<file path="src/rtl/adder_tree_accum_ctrl.sv">
// rtl/adder_tree_accum_ctrl.sv - streaming adder-tree reduce and saturating accumulate controller
//
// Each job is a programmed number of NumIn-wide signed vector beats. Each beat is
// reduced by a full-precision adder tree and registered into stage s1. Stage s1 is
// then folded into a saturating accumulator. One sum per job is presented on a
// valid/ready output.
//
// Ports:
//   clk_i, rst_ni            clock, asynchronous active-low reset
//   start_i, len_i           job start pulse (sampled in IDLE) and beat count (clamped to MaxLen)
//   abort_i                  synchronous abort, overrides everything else
//   busy_o                   high whenever the FSM is not in IDLE
//   in_valid_i/in_ready_o    input beat handshake; in_data_i carries NumIn x InWidth elements
//   out_valid_o/out_ready_i  result handshake; out_sum_o is the sum, out_ovf_o is the sticky saturation flag
module adder_tree_accum_ctrl #(
    parameter int InWidth  = 16,
    parameter int NumIn    = 9,
    parameter int AccWidth = 32,
    parameter int MaxLen   = 256,
    localparam int LenWidth = $clog2(MaxLen + 1)
) (
    input  logic                     clk_i,
    input  logic                     rst_ni,
    input  logic                     start_i,
    input  logic [LenWidth-1:0]      len_i,
    input  logic                     abort_i,
    output logic                     busy_o,
    input  logic                     in_valid_i,
    output logic                     in_ready_o,
    input  logic [NumIn*InWidth-1:0] in_data_i,
    output logic                     out_valid_o,
    input  logic                     out_ready_i,
    output logic [AccWidth-1:0]      out_sum_o,
    output logic                     out_ovf_o
);

    localparam int TreeWidth = InWidth + $clog2(NumIn);

    if (AccWidth < TreeWidth) begin : g_width_check
        $error("AccWidth too narrow for the adder tree output");
    end

    typedef enum logic [1:0] {
        IDLE  = 2'd0,
        RUN   = 2'd1,
        DRAIN = 2'd2,
        HOLD  = 2'd3
    } state_t;

    localparam logic signed [AccWidth-1:0] AccMax = {1'b0, {(AccWidth-1){1'b1}}};
    localparam logic signed [AccWidth-1:0] AccMin = {1'b1, {(AccWidth-1){1'b0}}};

    state_t                        state_q, state_d;
    logic [LenWidth-1:0]           len_q, cnt_q, len_clamped;
    logic                          s1_valid_q;
    logic signed [TreeWidth-1:0]   s1_sum_q, tree_sum;
    logic signed [InWidth-1:0]     elem;
    logic signed [AccWidth-1:0]    acc_q, acc_next;
    logic signed [AccWidth:0]      acc_wide;
    logic                          acc_sat;
    logic                          ovf_q;
    logic                          in_hs;

    assign len_clamped = (len_i > LenWidth'(MaxLen)) ? LenWidth'(MaxLen) : len_i;

    assign busy_o      = (state_q != IDLE);
    assign in_ready_o  = (state_q == RUN) && (cnt_q < len_q);
    assign in_hs       = in_valid_i && in_ready_o;
    assign out_valid_o = (state_q == HOLD);
    assign out_sum_o   = acc_q;
    assign out_ovf_o   = ovf_q;

    // Full-precision reduction; the result width cannot overflow for NumIn terms.
    always_comb begin
        tree_sum = '0;
        elem     = '0;
        for (int i = 0; i < NumIn; i++) begin
            elem     = in_data_i[i*InWidth +: InWidth];
            tree_sum = tree_sum + TreeWidth'(elem);
        end
    end

    // One guard bit above the accumulator exposes signed overflow of the add.
    always_comb begin
        acc_wide = (AccWidth+1)'(acc_q) + (AccWidth+1)'(s1_sum_q);
        acc_sat  = (acc_wide[AccWidth] != acc_wide[AccWidth-1]);
        if (acc_sat) begin
            acc_next = acc_wide[AccWidth] ? AccMin : AccMax;
        end else begin
            acc_next = acc_wide[AccWidth-1:0];
        end
    end

    always_ff @(posedge clk_i or negedge rst_ni) begin
        if (!rst_ni) begin
            state_q <= IDLE;
        end else begin
            state_q <= state_d;
        end
    end

    always_comb begin
        state_d = state_q;
        case (state_q)
            IDLE: begin
                if (start_i) begin
                    state_d = (len_i == '0) ? HOLD : RUN;
                end
            end
            RUN: begin
                if (in_hs && ((cnt_q + 1'b1) == len_q)) begin
                    state_d = DRAIN;
                end
            end
            // The last beat sits in s1 during this single cycle and is folded into
            // the accumulator on the same edge that enters HOLD.
            DRAIN:   state_d = HOLD;
            HOLD: begin
                if (out_ready_i) begin
                    state_d = IDLE;
                end
            end
            default: state_d = IDLE;
        endcase
        if (abort_i) begin
            state_d = IDLE;
        end
    end

    always_ff @(posedge clk_i or negedge rst_ni) begin
        if (!rst_ni) begin
            len_q      <= '0;
            cnt_q      <= '0;
            s1_valid_q <= 1'b0;
            s1_sum_q   <= '0;
            acc_q      <= '0;
            ovf_q      <= 1'b0;
        end else if (abort_i) begin
            len_q      <= '0;
            cnt_q      <= '0;
            s1_valid_q <= 1'b0;
            acc_q      <= '0;
            ovf_q      <= 1'b0;
        end else begin
            s1_valid_q <= in_hs;
            if (in_hs) begin
                s1_sum_q <= tree_sum;
                cnt_q    <= cnt_q + 1'b1;
            end
            if ((state_q == IDLE) && start_i) begin
                len_q <= len_clamped;
                cnt_q <= '0;
                acc_q <= '0;
                ovf_q <= 1'b0;
            end else if (s1_valid_q) begin
                acc_q <= acc_next;
                if (acc_sat) begin
                    ovf_q <= 1'b1;
                end
            end
        end
    end

endmodule
</file>
<file path="config.mk">
export PLATFORM = sky130hd
export DESIGN_NAME = adder_tree_accum_ctrl
export DESIGN_NICKNAME = d
export VERILOG_FILES = /design/src/rtl/adder_tree_accum_ctrl.sv
export SDC_FILE = /design/constraint.sdc
export NUM_CORES = 1
export LEC_CHECK = 0
export CAP_MARGIN = 20
export CORE_UTILIZATION = 33
export DETAILED_ROUTE_END_ITERATION = 12
export PLACE_DENSITY = 0.56
export SYNTH_ARGS = -nofsm -noshare
export SYNTH_HDL_FRONTEND = slang
export SYNTH_SLANG_ARGS = --single-unit
export TNS_END_PERCENT = 30
</file>
<file path="constraint.sdc">
create_clock -name clk_i -period 5 [get_ports clk_i]
set_clock_uncertainty 0.2 [all_clocks]
set_input_delay 1 -clock clk_i [delete_from_list [all_inputs] [get_ports clk_i]]
set_output_delay 1 -clock clk_i [all_outputs]
set_load 0.1 [all_outputs]
</file>
==> results of run 1 <==
==> cell type report <==
class	instances	area, µm²
Inverter	190	721
Multi-Input combinational cell	667	6300
Fill cell	2518	13700
Tap cell	330	413
Clock buffer	9	225
Timing Repair Buffer	240	2140
Sequential cell	74	1850
Clock inverter	7	93.8
==> path summary, 6_finish.rpt <==
check	end	startpoint	cells after the start	slack (ns)
worst min register to register	s1_sum_q[17]	s1_sum_q[17]	2	0.28
worst min-delay path	s1_sum_q[17]	s1_sum_q[17]	2	0.28
worst max register to register	out_sum_o[21]	out_sum_o[0]	12	0.86
worst max-delay path	s1_sum_q[18]	in_data_i[34]	22	-0.23
min in group asynchronous	state_q[1]	rst_ni	1	0.61
max in group asynchronous	s1_sum_q[0]	rst_ni	1	3.35
==> metal layers <==
metal / up-vias / routed length, µm / track usage
li1: 3512 / - / -
met1: 3267 / 8650 / 0.195
met2: 130 / 9390 / 0.252
met3: 14 / 1050 / 0.0343
met4: 0 / 172 / 0.0274
met5: - / 0 / 0
==> worst max-delay path, cell delays in order <==
cell and delay [ns]:
buf_8 0.08, inv_8 0.02, fa_1 0.53, inv_1 0.05
fa_1 0.45, fa_1 0.50, inv_2 0.04, fa_1 0.54
inv_2 0.05, ha_4 0.15, inv_2 0.04, fa_2 0.22
nor2b_4 0.04, o21ai_1 0.11, nand2b_1 0.09, and2_4 0.18
o21ai_4 0.15, a21oi_2 0.09, a221o_1 0.32, o41a_1 0.33
xnor2_1 0.14, o21ai_1 0.07
==> logic make-up after synthesis <==
kind of cell	synth area share
fa+ha+maj	0.364
mux	0.0110
buf+inv	0.0941
simple gates	0.111
compound gates	0.140
flops	0.214
xor+xnor	0.0655
==> placed cells by master (no fill, tap or decap), types with 6 or more instances in the layout <==
cell type          n
o21a_1             6
a21oi_1           40
buf_2             11
a21o_1            19
nor2_1            61
dlygate4sd2_1     68
clkbuf_2           6
fa_1              96
nor2b_1            7
a211oi_1           8
and3_1             8
clkdlybuf4s15_1   12
xnor2_1           32
fa_2              20
o21ai_0           34
dfrtp_1           74
o21ai_1           41
ha_1              56
inv_2             35
o211ai_1           6
buf_6              6
ha_4              10
nand3_1            6
nand2_1           87
xor2_1            31
inv_1            154
clkdlybuf4s50_1   84
clkbuf_16          9
nand2b_1           8
buf_4             46
==> through the flow <==
stage / instance area, µm² / hold WS [ns] / TNS [ns] / total power, mW / setup WS, ns
finish: 11800 / 0.285 / -0.465 / 6.72 / -0.231
detailed placement: 11300 / 0.276 / -10.84 / 5.25 / -1.21
global placement: 11300 / 0.277 / -10.58 / 5.22 / -1.20
floorplan: 8750 / 0.253 / -0.926 / 3.86 / -0.386
CTS: 11700 / 0.289 / -0.488 / 6.63 / -0.236
global route: 11800 / 0.316 / -1.92 / 7.47 / -0.437
==> registers in the layout, indices dropped and copies added, names as in the netlist <==
register	flops
out_sum_o	32
s1_sum_q	20
cnt_q	9
len_q	9
state_q	2
out_ovf_o	1
s1_valid_q	1
==> repair_timing <==
item,4_1_cts,5_1_grt
gates resized for setup,222,48
buffers inserted,7,4
hold endpoints to repair,0,0
endpoints found under the setup margin,12,10
pin swaps,119,46
==> where the power goes <==
part | leakage (nW) | switching, mW | internal, mW
Sequential | 1.00 | 0.0747 | 0.690
Clock | 0.151 | 0.262 | 0.436
Combinational | 4.63 | 2.53 | 2.73
Total | 5.78 | 2.87 | 3.86
==> results.py, run 1 <==
metrics = {
    "timing": {
        "hold_viol": 0,
        "setup_violations": 5,
        "rsz0062_at_grt": "yes",
        "slew_headroom": 0.294,
        "min_period_ns": 5.23,
        "fin_crit_sh": 1.05,
        "tightest_slew_ns": 1.06,
        "worst_slack_ns": -0.231,
        "slew_viol_final": 0,
        "timing.fmax_ghz": 0.191,
    },
    "synth": {
        "synth-seq-cells": 74,
        "synth_largest_area_cell": "fa_1",
        "synthesis.nets": 1292,
        "netlist_area_mm2": 0.00867,
        "ys_seq_area_frac": 0.214,
        "syn_area_per_cell_um2": 9.13,
        "synth_warnings": 0,
        "synth_flop_cell": "dfrtp_1",
        "synth_edf_count": 0,
        "yosysTopAreaCellShare": 0.268,
        "synthCells": 950,
        "ys_async_sr_fraction": 1.00,
        "synthTopCellsByCount": "inv_1 (190), fa_1 (116), nand2_1 (87)",
        "yosys-top-cells-area": "fa_1 (27%), dfrtp_1 (21%), ha_1 (9.7%)",
        "synth.most_common_cell": "inv_1",
        "synth.distinct_cells": 59,
    },
    "clocking": {
        "cts_buffer_depth": 2,
        "clkTransAtPathRegs_ns": 0.06,
        "root_buffer": "clkbuf_16",
        "cts_hold_buffers": 0,
        "cts_tree": "yes",
        "cts_buffers": 9,
        "htree_levels": 3,
        "cts_sinks": 74,
        "clk_latency_ns": 0.34,
    },
    "finish": {
        "drive_above_1_share": 0.158,
        "area_growth_pct": 35.5,
        "post-route-util": 0.461,
        "diodes": 0,
        "fin_nets": 1524,
        "fin_cells": 1517,
    },
    "routing": {
        "ant_nets": 0,
        "wl_per_cell_um": 12.7,
        "viasPerCell": 4.56,
        "initialDrtViolationCount": 228,
        "first_pass_iters": 4,
        "drc": 0,
        "wl_um": 19300,
        "vias": 6923,
    },
    "global_routing": {
        "grt.total_usage": 0.149,
        "grt_pass1_wl_um": 32600,
        "grt_pass1_vias": 7145,
        "grt_max_degree": 75,
        "grt_remaining_overflow": 0,
        "antenna_found_initial": 0,
    },
    "run_status": {
        "violations": "setup timing",
        "status": "finished with violations",
    },
    "power": {
        "cellPowerDensity_mw_per_mm2": 572,
        "p_leak_nw": 5.78,
        "ir_drop_mv": 0.411,
    },
    "placement": {
        "place.gp.congestion": 0.806,
        "dp_hpwl_um": 15800,
        "dp_cells": 1490,
        "io_buffers": 194,
    },
    "worst_hold_path": {
        "min_path_type": "flip-flop to flip-flop",
    },
    "setup_path": {
        "worstSetupPathType": "primary input to flip-flop",
        "crit_fanout": 2,
        "cp-start-kind": "primary input",
        "worst_ep_required_time_ns": 4.98,
        "critPathArrivalTime_ns": 5.21,
        "endpoint_kind": "flip-flop",
    },
    "floorplan": {
        "core_region_area_mm2": 0.0255,
        "ios": 195,
        "fp.dieArea_mm2": 0.0269,
        "die_h_um": 164,
        "die_w_um": 164,
        "rows": 58,
        "start_util": 0.340,
    },
    "run": {
        "drv_cap": 0,
    },
}
No activity file was read; power rests on OpenSTA's default activity.
==> run 2: changes to the inputs <==
- CAP_MARGIN: 20 -> unset
- CORE_ASPECT_RATIO: unset -> 1.25
==> run 2 against run 1 <==
The run still ends with setup timing left. Core utilization about the same. Die area barely moved. Worst hold slack barely moved.
==> results.py, run 2 (synthesis gave the netlist of run 1 again) <==
metrics = {
    "power": {
        "ir_drop_mv": 0.316,
        "cellPowerDensity_mw_per_mm2": 556,
        "p_clk_frac": 0.103,
        "p_switching_mw": 2.86,
        "swShare": 0.429,
        "p_comb_frac": 0.783,
        "p_leak_nw": 6.16,
        "p_total_mw": 6.66,
        "power.share.sequential": 0.114,
        "p_int_mw": 3.80,
    },
    "setup_path": {
        "path_depth": 22,
        "endpoint_kind": "flip-flop",
        "slowest_stage": "fa_1",
        "worst_ep_required_time_ns": 5.01,
        "cp-start-kind": "primary input",
        "max_stage_delay_ns": 0.54,
        "critical_path.cell_chain": "buf_6 > inv_8 > fa_1 > inv_1 > fa_1 > fa_1 > inv_1 > fa_1 > inv_2 > ha_4 > inv_2 > fa_2 > nor2b_4 > o21ai_2 > nand2b_1 > and2_4 > o21ai_4 > a21oi_4 > a221o_1 > o41a_1 > xnor2_1 > o21ai_1",
        "cp_num_buf_inv": 6,
        "crit_family": "adder cells",
        "crit_fanout": 2,
        "worstSetupPathType": "primary input to flip-flop",
        "reg2reg_depth": 13,
        "path_common_cell": "fa_1",
        "critPathArrivalTime_ns": 5.23,
    },
    "routing": {
        "viasPerCell": 4.56,
        "vias": 6951,
        "wl_um": 19400,
        "ant_nets": 0,
        "drc": 0,
        "first_pass_iters": 4,
        "wl_per_cell_um": 12.7,
        "initialDrtViolationCount": 143,
    },
    "timing": {
        "slew_headroom": 0.266,
        "min_period_ns": 5.21,
        "hold_viol": 0,
        "tns_ns": -0.642,
        "setup_violations": 6,
        "fin_crit_sh": 1.04,
        "tightest_slew_ns": 1.10,
        "timing.fmax_ghz": 0.192,
        "slew_viol_final": 0,
        "rsz0062_at_grt": "yes",
        "worst_slack_ns": -0.214,
    },
    "clocking": {
        "htree_levels": 3,
        "clkTransAtPathRegs_ns": 0.06,
        "cts_sinks": 74,
        "root_buffer": "clkbuf_16",
        "cts_buffer_depth": 2,
        "cts_buffers": 9,
        "clk_latency_ns": 0.34,
        "cts_tree": "yes",
    },
    "finish": {
        "fin_nets": 1520,
        "final_cell_mix": "inv_1 (146), clkdlybuf4s50_1 (110), fa_1 (101)",
        "fin_area_mm2": 0.0120,
        "multi_input_area_mm2": 0.00631,
        "fin_cells": 1523,
        "final_common_cell": "inv_1",
        "regArea_mm2": 0.00185,
        "fill_cells": 2569,
        "largest_register_ffs": 32,
        "area_growth_pct": 38.0,
        "diodes": 0,
        "drive_above_1_share": 0.155,
    },
    "worst_hold_path": {
        "hold_depth": 2,
        "min_path_type": "flip-flop to flip-flop",
    },
    "placement": {
        "io_buffers": 194,
        "dp_cells": 1501,
        "place.gp.congestion": 0.818,
        "dpl-instance-area_mm2": 0.0113,
        "pre_cts_ws_ns": -1.25,
        "dp_hpwl_um": 15800,
    },
    "floorplan": {
        "rows": 66,
        "die_h_um": 183,
        "fp.dieArea_mm2": 0.0269,
        "ios": 195,
        "core_region_area_mm2": 0.0259,
        "die_w_um": 147,
        "start_util": 0.334,
    },
    "global_routing": {
        "grt_pass1_wl_um": 32400,
        "grt_max_degree": 75,
        "antenna_found_initial": 0,
        "grt_remaining_overflow": 0,
        "grt_pass1_vias": 7198,
        "grt.total_usage": 0.147,
    },
    "run_status": {
        "status": "finished with violations",
        "violations": "setup timing",
    },
    "run": {
        "drv_cap": 0,
    },
}
==> run 2: cell count changes in the layout (fill, tap and decap cells not counted), moves of 4 or more <==
cell,before,now
buf_2,11,0
inv_1,154,146
clkdlybuf4s15_1,12,4
clkdlybuf4s50_1,84,110
fa_2,20,15
clkbuf_2,6,15
dlymetal6s2s_1,5,59
dlygate4sd2_1,68,1
inv_2,35,43
buf_4,46,40
fa_1,96,101
o21ai_1,41,37
==> run 2: what timing repair did <==
item,in CTS,in global routing
resized for setup,58,158
pin swaps,54,65
hold buffers,0,0
endpoints found under the hold margin,0,0
setup endpoints to repair,12,13
setup buffers,5,3
==> run 2: layout make-up <==
cell class / instances / area share
Timing Repair Buffer: 236 / 0.196
Multi-Input combinational cell: 667 / 0.527
Sequential cell: 74 / 0.155
Clock inverter: 3 / 0.00387
Tap cell: 340 / 0.0355
Inverter: 190 / 0.0602
Clock buffer: 13 / 0.0226
==> run 2: metrics by stage <==
stage	hold WS, ns	util
finish	0.285	0.461
global route	0.329	0.461
CTS	0.291	0.453
detailed placement	0.278	0.435
global placement	0.272	0.435
floorplan	0.253	-
==> run 2: path summary, 6_finish.rpt <==
| check | from | end | slack, ns |
|---|---|---|---|
| worst max-delay path | in_data_i[34] | s1_sum_q[18] | -0.21 |
| worst min-delay path | s1_sum_q[16] | s1_sum_q[16] | 0.28 |
| worst max register to register | out_sum_o[0] | out_sum_o[8] | 0.89 |
| worst min register to register | s1_sum_q[16] | s1_sum_q[16] | 0.28 |
| max in group asynchronous | rst_ni | out_sum_o[9] | 3.37 |
| min in group asynchronous | rst_ni | out_sum_o[21] | 0.62 |
==> run 2: worst min-delay path: stages (launching register included) <==
cell and delay, ns:
dfrtp_1 0.34, nand2_1 0.05, o21ai_0 0.06
==> run 2: power by group through the flow <==
| stage | logic (mW) | clock network, mW | registers, mW |
|---|---|---|---|
| 6_report | 5.21 | 0.685 | 0.762 |
| 5_1_grt | 5.84 | 0.728 | 0.774 |
| 4_1_cts | 4.96 | 0.706 | 0.763 |
| 3_5_place_dp | 4.44 | 0 | 0.773 |
| 3_3_place_gp | 4.40 | 0 | 0.772 |
| 2_1_floorplan | 3.06 | 0 | 0.801 |
==> run 2: layer usage <==
| metal | vias to the layer above | part of all wire | wire, µm | global-route usage |
|---|---|---|---|---|
| met3 | 16 | 0.045 | 866 | 0.0274 |
| met2 | 131 | 0.53 | 10300 | 0.278 |
| met5 | - | 0 | 0 | 0 |
| li1 | 3494 | - | - | - |
| met4 | 0 | 0.013 | 255 | 0.0412 |
| met1 | 3310 | 0.41 | 7950 | 0.167 |
